<file path="config.mk">
export PLATFORM = sky130hd
export DESIGN_NAME = btle_rx_pdu_streamer
export DESIGN_NICKNAME = d
export VERILOG_FILES = /design/src/rtl/btle_rx_pdu_streamer.sv
export SDC_FILE = /design/constraint.sdc
export NUM_CORES = 1
export LEC_CHECK = 0
export BUFFER_PORTS_ARGS = -buffer_cell sky130_fd_sc_hd__clkbuf_2
export CAP_MARGIN = 30
export CELL_PAD_IN_SITES_DETAIL_PLACEMENT = 0
export CELL_PAD_IN_SITES_GLOBAL_PLACEMENT = 1
export CORE_UTILIZATION = 38
export DETAILED_ROUTE_END_ITERATION = 7
export MAX_ROUTING_LAYER = met4
export PLACE_DENSITY_LB_ADDON = 0.2
export SYNTH_ARGS = -nofsm -noshare
export SYNTH_HDL_FRONTEND = slang
export SYNTH_SLANG_ARGS = --single-unit
</file>
<file path="constraint.sdc">
create_clock -name clk -period 2.05 [get_ports clk]
set_input_delay 0.205 -clock clk [delete_from_list [all_inputs] [get_ports clk]]
set_output_delay 0.205 -clock clk [all_outputs]
set_load 0.005 [all_outputs]
</file>
<file path="src/rtl/btle_rx_pdu_streamer.sv">
// Reads a decoded BLE PDU (2 header octets + payload) out of the RX octet RAM and
// streams it as bytes over valid/ready, with CRC-drop filtering and saturating statistics.
module btle_rx_pdu_streamer #(
  parameter int MEM_RD_LATENCY = 1,
  parameter bit DROP_BAD_CRC   = 1'b1,
  parameter int CNT_WIDTH      = 8
) (
  input  logic                 clk,
  input  logic                 rst,
  input  logic                 rx_decode_end,
  input  logic                 rx_crc_ok,
  input  logic [2:0]           rx_best_phase,
  input  logic [6:0]           rx_payload_length,
  output logic [5:0]           rx_pdu_octet_mem_addr,
  input  logic [7:0]           rx_pdu_octet_mem_data,
  input  logic                 flush,
  output logic [7:0]           m_data,
  output logic                 m_valid,
  output logic                 m_last,
  input  logic                 m_ready,
  output logic                 m_crc_ok,
  output logic [2:0]           m_best_phase,
  output logic                 busy,
  output logic [CNT_WIDTH-1:0] cnt_ok,
  output logic [CNT_WIDTH-1:0] cnt_drop,
  output logic [CNT_WIDTH-1:0] cnt_overrun
);

  typedef enum logic [1:0] {
    ST_IDLE  = 2'd0,
    ST_RUN   = 2'd1,
    ST_DRAIN = 2'd2
  } state_t;

  function automatic logic [CNT_WIDTH-1:0] sat_inc(input logic [CNT_WIDTH-1:0] v);
    if (v == {CNT_WIDTH{1'b1}}) begin
      sat_inc = v;
    end else begin
      sat_inc = v + {{(CNT_WIDTH-1){1'b0}}, 1'b1};
    end
  endfunction

  state_t                    state_r;
  logic [5:0]                addr_r;
  logic [5:0]                last_addr_r;
  logic                      crc_r;
  logic [2:0]                phase_r;
  logic [MEM_RD_LATENCY-1:0] vld_pipe_r;
  logic [MEM_RD_LATENCY-1:0] last_pipe_r;
  logic [7:0]                hd_data_r;
  logic                      hd_last_r;
  logic                      hd_vld_r;
  logic [7:0]                tl_data_r;
  logic                      tl_last_r;
  logic                      tl_vld_r;
  logic [CNT_WIDTH-1:0]      cnt_ok_r;
  logic [CNT_WIDTH-1:0]      cnt_drop_r;
  logic [CNT_WIDTH-1:0]      cnt_overrun_r;

  logic [7:0] len_sum_s;
  logic [5:0] last_addr_s;
  logic [2:0] inflight_s;
  logic [2:0] occ_s;
  logic       pop_s;
  logic       wr_en_s;
  logic       wr_last_s;
  logic       issue_s;
  logic       issue_last_s;
  logic       accept_s;
  logic       drop_s;
  logic       overrun_s;
  logic       done_s;

  // Header is always 2 octets; anything beyond the 64-octet RAM is clamped away.
  assign len_sum_s    = {1'b0, rx_payload_length} + 8'd2;
  assign last_addr_s  = (len_sum_s >= 8'd64) ? 6'd63 : (len_sum_s[5:0] - 6'd1);

  assign pop_s        = hd_vld_r & m_ready;
  assign wr_en_s      = vld_pipe_r[MEM_RD_LATENCY-1];
  assign wr_last_s    = last_pipe_r[MEM_RD_LATENCY-1];
  assign occ_s        = {2'b00, hd_vld_r} + {2'b00, tl_vld_r};
  assign issue_last_s = (addr_r == last_addr_r);

  // Count reads that have been issued but whose data has not yet entered the FIFO.
  always_comb begin
    inflight_s = 3'd0;
    for (int i = 0; i < MEM_RD_LATENCY; i++) begin
      inflight_s = inflight_s + {2'b00, vld_pipe_r[i]};
    end
  end

  // A pop this cycle frees a slot, which keeps the stream gap-free at 1 byte/cycle.
  assign issue_s   = (state_r == ST_RUN) & ~flush & ((occ_s + inflight_s) < (3'd2 + {2'b00, pop_s}));
  assign accept_s  = (state_r == ST_IDLE) & rx_decode_end & ~flush & (rx_crc_ok | ~DROP_BAD_CRC);
  assign drop_s    = (state_r == ST_IDLE) & rx_decode_end & ~flush & ~rx_crc_ok & DROP_BAD_CRC;
  assign overrun_s = (state_r != ST_IDLE) & rx_decode_end & ~flush;
  assign done_s    = (state_r == ST_DRAIN) & pop_s & hd_last_r & ~flush;

  // Packet sequencer: accepts a packet, walks the read address, then waits for the drain.
  always_ff @(posedge clk or negedge rst) begin
    if (!rst) begin
      state_r     <= ST_IDLE;
      addr_r      <= 6'd0;
      last_addr_r <= 6'd0;
      crc_r       <= 1'b0;
      phase_r     <= 3'd0;
    end else if (flush) begin
      state_r <= ST_IDLE;
    end else begin
      case (state_r)
        ST_IDLE: begin
          if (accept_s) begin
            state_r     <= ST_RUN;
            addr_r      <= 6'd0;
            last_addr_r <= last_addr_s;
            crc_r       <= rx_crc_ok;
            phase_r     <= rx_best_phase;
          end
        end
        ST_RUN: begin
          if (issue_s) begin
            if (issue_last_s) begin
              state_r <= ST_DRAIN;
            end else begin
              addr_r <= addr_r + 6'd1;
            end
          end
        end
        ST_DRAIN: begin
          if (done_s) begin
            state_r <= ST_IDLE;
          end
        end
        default: state_r <= ST_IDLE;
      endcase
    end
  end

  // Tracks each issued read (and whether it is the final octet) until its data returns.
  always_ff @(posedge clk or negedge rst) begin
    if (!rst) begin
      vld_pipe_r  <= {MEM_RD_LATENCY{1'b0}};
      last_pipe_r <= {MEM_RD_LATENCY{1'b0}};
    end else if (flush) begin
      vld_pipe_r  <= {MEM_RD_LATENCY{1'b0}};
      last_pipe_r <= {MEM_RD_LATENCY{1'b0}};
    end else begin
      for (int i = MEM_RD_LATENCY - 1; i > 0; i--) begin
        vld_pipe_r[i]  <= vld_pipe_r[i-1];
        last_pipe_r[i] <= last_pipe_r[i-1];
      end
      vld_pipe_r[0]  <= issue_s;
      last_pipe_r[0] <= issue_s & issue_last_s;
    end
  end

  // Two-entry output FIFO; the head entry drives the stream outputs straight from flops.
  always_ff @(posedge clk or negedge rst) begin
    if (!rst) begin
      hd_data_r <= 8'd0;
      hd_last_r <= 1'b0;
      hd_vld_r  <= 1'b0;
      tl_data_r <= 8'd0;
      tl_last_r <= 1'b0;
      tl_vld_r  <= 1'b0;
    end else if (flush) begin
      hd_last_r <= 1'b0;
      hd_vld_r  <= 1'b0;
      tl_vld_r  <= 1'b0;
    end else if (pop_s) begin
      if (tl_vld_r) begin
        hd_data_r <= tl_data_r;
        hd_last_r <= tl_last_r;
        tl_vld_r  <= wr_en_s;
        if (wr_en_s) begin
          tl_data_r <= rx_pdu_octet_mem_data;
          tl_last_r <= wr_last_s;
        end
      end else begin
        hd_vld_r <= wr_en_s;
        if (wr_en_s) begin
          hd_data_r <= rx_pdu_octet_mem_data;
          hd_last_r <= wr_last_s;
        end else begin
          hd_last_r <= 1'b0;
        end
      end
    end else if (wr_en_s) begin
      if (hd_vld_r) begin
        tl_data_r <= rx_pdu_octet_mem_data;
        tl_last_r <= wr_last_s;
        tl_vld_r  <= 1'b1;
      end else begin
        hd_data_r <= rx_pdu_octet_mem_data;
        hd_last_r <= wr_last_s;
        hd_vld_r  <= 1'b1;
      end
    end
  end

  // Saturating packet statistics.
  always_ff @(posedge clk or negedge rst) begin
    if (!rst) begin
      cnt_ok_r      <= {CNT_WIDTH{1'b0}};
      cnt_drop_r    <= {CNT_WIDTH{1'b0}};
      cnt_overrun_r <= {CNT_WIDTH{1'b0}};
    end else begin
      if (done_s) begin
        cnt_ok_r <= sat_inc(cnt_ok_r);
      end
      if (drop_s) begin
        cnt_drop_r <= sat_inc(cnt_drop_r);
      end
      if (overrun_s) begin
        cnt_overrun_r <= sat_inc(cnt_overrun_r);
      end
    end
  end

  assign rx_pdu_octet_mem_addr = addr_r;
  assign m_data                = hd_data_r;
  assign m_valid               = hd_vld_r;
  assign m_last                = hd_last_r;
  assign m_crc_ok              = crc_r;
  assign m_best_phase          = phase_r;
  assign busy                  = (state_r != ST_IDLE);
  assign cnt_ok                = cnt_ok_r;
  assign cnt_drop              = cnt_drop_r;
  assign cnt_overrun           = cnt_overrun_r;

endmodule
</file>
==> run_results.csv, run 1 <==
group,metric,value,unit
worst_hold_path,hp-class,"input port to flip-flop",
routing,ant_nets,0,
place,io_buffers,68,
sta,layout_min_cycle_time,2.04,ns
critical_path,r2r_end,"rx_pdu_octet_mem_addr[4]",
sta,hold_viol,0,
critical_path,rrSetupSlack,0.01,ns
cts,h-tree-depth,3,
die,die_x,92.1,µm
sta,drv_slew,0,
power,finalPower,3.33,mW
critical_path,reg2reg_depth,6,
yosys,synthesis.nets,311,
sta,slew_headroom,63.2,%
routing,vias_per_cell,4.90,
yosys,ys_seq_elements,64,
cts,clk_latency,0.33,ns
yosys,synth_cells,278,
die,die_y,92.1,µm
place,placed_area,3630,µm²
cts,cts_tree,"built",
routing,vias,2314,
cells_and_area,layout.nets,398,
worst_hold_path,hold_start,"rx_best_phase[2]",
power,p_leak,1.93,nW
sta,finalSetupTns,0,ns
global_route,first_global_vias,2281,
power,powerDensity,859,nW/µm²
routing,wl_per_cell,13.0,µm
place,dp_hpwl,4.39,mm
sta,min_period_over_period,99.3,%
sta,fmax,0.491,GHz
die,die-area,8480,µm²
yosys,synth.top_cell.area_share,51.9,%
yosys,yosys_warnings,0,
global_route,grt.total_usage,16.3,%
cts,post_cts_buffers,0,
yosys,avgSynthCellArea,11.1,µm²
cts,cts_root_buffer,"clkbuf_8",
yosys,synth_largest_area_cell,"dfrtp_1",
sta,skew,0.00713,ns
status,run_status,"completed",
sta,rsz0062_at_grt,"yes",
global_route,antenna_found_initial,0,
cells_and_area,post-route-util,49.7,%
cells_and_area,n_antenna_cell,0,
sta,setup_violations,0,
cts,clk_pin_slew,0.07,ns
routing,drtIter0Drc,55,
worst_hold_path,holdPathEnd,"m_best_phase[2]",
critical_path,critPathMaxFanout,4,
routing,drt_first_pass_iters,4,
cells_and_area,syn2layout_area_growth,25.8,%
global_route,grt_pass1_wl,10.7,mm
flow_run,drv_cap,0,
die,initial_core_util,39.5,%
cts,cts_buffer_depth,2,
critical_path,cp.required,2.31,ns
global_route,grt_overflow,0,
worst_hold_path,hold_depth,3,
cells_and_area,drive_gt1_share,32.2,%
critical_path,arrival,2.29,ns
routing,wl,6.14,mm
yosys,yosysSeqAreaShare,51.9,%
place,finalWeightedCongestion,0.724,
cts,numCtsBuffers,9,
yosys,netlist_area,3080,µm²
sta,hold_slack,0.0629,ns
power,ir_drop,357,µV
routing,drt_drc_violations_left,0,
cts,clock-sinks,64,
die,core-area,7810,µm²
die,fp-row-count,32,
critical_path,end_kind,"flip-flop",
critical_path,r2r-start,"m_valid",
yosys,yosys-top-cells-area,"dfrtp_1 52%, xnor2_1 7.4%, nand2_1 4.0%",
yosys,ys_types,40,
critical_path,cp-start-kind,"flip-flop",
die,ios,69,
global_route,grt_max_degree,65,
critical_path,crit_type,"flip-flop to flip-flop",
cells_and_area,final_cell_area,3880,µm²
sta,worstMarginPinSlew,0.550,ns
[flip-flops by register name, indices dropped and copies added (netlist names)]
name	flops
cnt_drop	8
cnt_ok	8
cnt_overrun	8
last_addr_r	6
last_pipe_r	1
m_best_phase	3
m_crc_ok	1
m_data	8
m_last	1
m_valid	1
rx_pdu_octet_mem_addr	6
state_r	2
tl_data_r	8
tl_last_r	1
tl_vld_r	1
vld_pipe_r	1
[power breakdown]
part	total, mW	leakage [nW]	internal (mW)	switching, mW
clock network	1.20	0.112	0.712	0.488
registers	1.58	0.825	1.43	0.150
logic	0.549	0.990	0.296	0.252
[Yosys cell counts, drive strengths merged]
master and count:
a221oi 2, nor3b 1, ha 8, o21ai 7
and2 1, nand2b 3, inv 7, nor3 5
or3 2, nor2b 2, o31ai 2, mux2 11
a31oi 4, a21oi 16, o211a 1, or3b 1
fa 1, dfrtp 64, buf 5, nand3b 2
o211ai 2, mux2i 10, xnor2 26, clkbuf 1
or4 1, o2111ai 1, nor4b 1, nand3 9
xor2 7, nand4b 1, nand2 33, and3 10
nor4 1, o22a 4, a21o 1, nand4 10
nor2 15
[per-layer routing]
metal | wire length (µm) | part of all wire [%] | GRT usage (%)
met1 | 2910 | 47 | 20.9
met2 | 2860 | 47 | 25.5
met3 | 298 | 4.9 | 3.57
met4 | 76 | 1.2 | 5.86
met5 | 0 | 0 | -
[worst max-delay path by stage]
stage	start	to	slack, ns
2_1_floorplan	m_valid	rx_pdu_octet_mem_addr[3]	0.07
3_3_place_gp	m_valid	rx_pdu_octet_mem_addr[3]	-0.005
3_5_place_dp	m_valid	rx_pdu_octet_mem_addr[3]	-0.08
4_1_cts	m_valid	rx_pdu_octet_mem_addr[4]	0.01
5_1_grt	m_valid	rx_pdu_octet_mem_addr[4]	-0.09
6_report	m_valid	rx_pdu_octet_mem_addr[4]	0.01
[cells in the final DEF (no fill, tap or decap), types with 2 or more instances in the layout]
cell type / instances
nor3_1: 4
o211ai_1: 2
o22a_1: 4
a21oi_2: 2
a31oi_1: 2
nand3b_1: 2
nand2_1: 32
xnor2_1: 26
xor2_1: 7
o31ai_1: 2
o21ai_0: 5
buf_4: 12
clkbuf_8: 10
nand2b_1: 3
or3_1: 2
nor2_1: 15
mux2i_1: 10
nand4_1: 10
a21oi_1: 14
mux2_2: 11
and3_1: 10
nor2b_1: 2
ha_1: 8
clkbuf_2: 67
bufinv_16: 2
a31oi_4: 2
clkinv_2: 3
a221oi_1: 2
dfrtp_1: 64
inv_1: 6
nand3_1: 9
[cell type report]
cell class,instances,area (µm²)
clock buffer,10,138
timing repair buffer,82,460
tap,102,128
sequential,64,1600
inverter,7,26.3
clock inverter,6,82.6
multi-input combinational,201,1440
fill,744,3930
[metrics by stage]
stage / instances / setup WS (ns)
floorplan: 278 / 0.0732
detailed placement: 455 / -0.0756
global route: 472 / -0.0949
global placement: 455 / -0.00455
finish: 472 / 0.0141
CTS: 472 / 0.0121
[timing repair]
item / in CTS / in global routing
hold endpoints to repair: 64 / 0
hold buffers: 1 / 0
pin swaps: 1 / 2
gates resized for setup: 4 / 4
endpoints found under the setup margin: 4 / 6
[worst max-delay path, cell delays in order, from the launching register on]
cell and delay, ns:
dfrtp_1 0.40, fa_1 0.46, nand3b_1 0.19, a21oi_2 0.18
nand2_2 0.10, or4_4 0.49, a21oi_2 0.14
[kinds of logic after synthesis]
logic type                 Yosys count  share of synthesized area [%]
DFF                                 64                           51.9
xor gates and xnor gates            33                           9.37
and+or+nand+nor                     98                           16.6
adders and majority gates            9                           3.89
muxes                               21                           7.26
buffers and inverters               13                           1.87
AOI/OAI and AO/OA                   40                           9.05
Note: power is estimated with default switching activity, not from simulation.
==> inputs of run 2 (changes only) <==
--- a/config.mk
+++ b/config.mk
@@ -12,7 +12,7 @@
 export CORE_UTILIZATION = 38
 export DETAILED_ROUTE_END_ITERATION = 7
 export MAX_ROUTING_LAYER = met4
-export PLACE_DENSITY_LB_ADDON = 0.2
+export PLACE_DENSITY_LB_ADDON = 0.12
 export SYNTH_ARGS = -nofsm -noshare
 export SYNTH_HDL_FRONTEND = slang
 export SYNTH_SLANG_ARGS = --single-unit
==> constraint.sdc (replaced) <==
create_clock -name clk -period 2.05 [get_ports clk]
set_input_delay 0.41 -clock clk [delete_from_list [all_inputs] [get_ports clk]]
set_output_delay 0.41 -clock clk [all_outputs]
set_load 0.005 [all_outputs]
==> run 2 against run 1 <==
Compared with the run above:
- maximum frequency rose by 3.7%
- clock power up 8%
- clock skew grew 0.0013 ns
- core utilization rose by 0.16 points
- cell area increased by 0.32%
- sequential share of layout area fell by 0.13 points
- combinational power shrank 2%
- non-clock buffer count fell by 2
- routed wire length is 0.16% lower
- via count fell by 0.82%
- register-to-register slack better by 0.07 ns
- cell count down 0.42%
- largest cell class unchanged
==> run_results.csv, run 2 (synthesis gave the netlist of run 1 again) <==
group,metric,value,unit
status,run_status,"completed",
critical_path,crit_type,"flip-flop to flip-flop",
die,die-area,8480,µm²
cells_and_area,layout_common_cells,"67 x clkbuf_2, 64 x dfrtp_1, 32 x nand2_1, 26 x xnor2_1, 15 x nor2_1",
place,place_inst,453,
routing,drt_drc_violations_left,0,
cells_and_area,layout_commonest_cell,"clkbuf_2",
critical_path,r2r-start,"m_valid",
place,finalWeightedCongestion,0.743,
cells_and_area,layout.area.seq,1600,µm²
die,ios,69,
cells_and_area,n_antenna_cell,0,
routing,wl_per_cell,13.0,µm
critical_path,cp-start-kind,"flip-flop",
global_route,grt_pass1_wl,10.3,mm
cells_and_area,multiInputGateArea,1450,µm²
sta,slew_headroom,64.1,%
sta,hold_slack,0.0754,ns
critical_path,cp.required,2.32,ns
routing,ant_nets,0,
cells_and_area,syn2layout_area_growth,26.2,%
routing,drt_first_pass_iters,4,
power,ir_drop,466,µV
cts,numCtsBuffers,9,
sta,hold_viol,0,
critical_path,arrival,2.23,ns
sta,drv_slew,0,
die,initial_core_util,39.5,%
sta,worstMarginPinSlew,0.536,ns
critical_path,reg2reg_depth,8,
sta,skew,0.00846,ns
global_route,first_global_vias,2241,
routing,met3WireLength,283,µm
routing,wl,6.13,mm
routing,vias_per_cell,4.88,
place,dp_hpwl,4.39,mm
global_route,antenna_found_initial,0,
die,die_x,92.1,µm
die,die_y,92.1,µm
cts,cts_root_buffer,"clkbuf_8",
cells_and_area,fillCellCount,753,
routing,wl_met1,2.92,mm
die,core-area,7810,µm²
sta,setup_violations,0,
critical_path,crit_chain,"fa_1, nand3b_1, a21oi_2, nand2_2, inv_2, nand2_1, or3_1, a21oi_2",
critical_path,cp-startpoint,"m_valid",
critical_path,cpPeakStageDelay,0.46,ns
critical_path,critPathMaxFanout,5,
critical_path,cpMostUsedCell,"a21oi_2",
cells_and_area,fin_cells,470,
sta,setup_ws,0.0871,ns
global_route,grt_overflow,0,
die,fp-row-count,32,
cts,cts_buffer_depth,2,
cells_and_area,post-route-util,49.8,%
cts,clock-sinks,64,
sta,finalSetupTns,0,ns
cells_and_area,drive_gt1_share,32.3,%
cts,clk_latency,0.33,ns
sta,min_period_over_period,95.8,%
cts,clk_pin_slew,0.08,ns
place,io_buffers,68,
power,p_leak,1.92,nW
flow_run,drv_cap,0,
critical_path,end_kind,"flip-flop",
global_route,grt_max_degree,65,
sta,layout_min_cycle_time,1.96,ns
cts,h-tree-depth,3,
sta,fmax,0.509,GHz
cts,cts_tree,"built",
critical_path,slowest_stage,"fa_1",
place,pre_cts_slack,-0.00161,ns
routing,highest_layer,"met4",
cells_and_area,layout.nets,396,
worst_hold_path,hp-class,"input port to async pin",
routing,dr_wl_met2,2.83,mm
power,powerDensity,882,nW/µm²
global_route,grt.total_usage,16.1,%
routing,drtIter0Drc,54,
routing,vias,2295,
run 2: worst max-delay path, delay by kind of cell (launching register included):
kind / cells / cell delay (ns)
AND/OR/NAND/NOR: 4 / 0.67
buffers and inverters: 1 / 0.08
adder cells (fa/ha/maj): 1 / 0.46
flip-flops: 1 / 0.40
AO/OA/AOI/OAI: 2 / 0.29
run 2: path summary, 6_finish.rpt:
check                                           endpoint  slack [ns]
max in group asynchronous                      cnt_ok[2]        1.69
min in group clk                         m_best_phase[1]        0.26
worst max-delay path            rx_pdu_octet_mem_addr[2]        0.09
worst min-delay path                      cnt_overrun[3]        0.08
worst max register to register  rx_pdu_octet_mem_addr[2]        0.09
worst min register to register           m_best_phase[2]        0.48
run 2: repair_timing:
item | in CTS | in global routing
endpoints found under the setup margin | 0 | 6
setup buffers | 0 | 1
gates resized for setup | 0 | 8
hold buffers | 0 | 0
run 2: per-stage QoR:
step                area, µm²  total power, mW
floorplan                3080             1.88
global placement         3620             2.15
detailed placement       3620             2.16
CTS                      3860             3.49
global route             3890             3.64
finish                   3890             3.43
run 2: metal layers:
metal  global-route usage, %  vias to the layer above
met5                       -                        -
met4                    7.42                        0
met3                    3.73                       11
met2                    24.6                       57
met1                    20.4                     1077
li1                        -                     1150
run 2: final cells by class:
cell class / count / area share (%)
multi-input cells: 201 / 37.2
repair buffers: 80 / 11.4
clock buffers: 9 / 3.18
well taps: 102 / 3.28
clock inverters: 7 / 3.09
flip-flops and latches: 64 / 41.2
inverters: 7 / 0.675
run 2: where the power goes:
part / total [mW] / internal [mW] / switching [mW]
sequential: 1.59 / 1.43 / 0.157
clock: 1.30 / 0.809 / 0.495
combinational: 0.537 / 0.291 / 0.246
total: 3.43 / 2.54 / 0.898
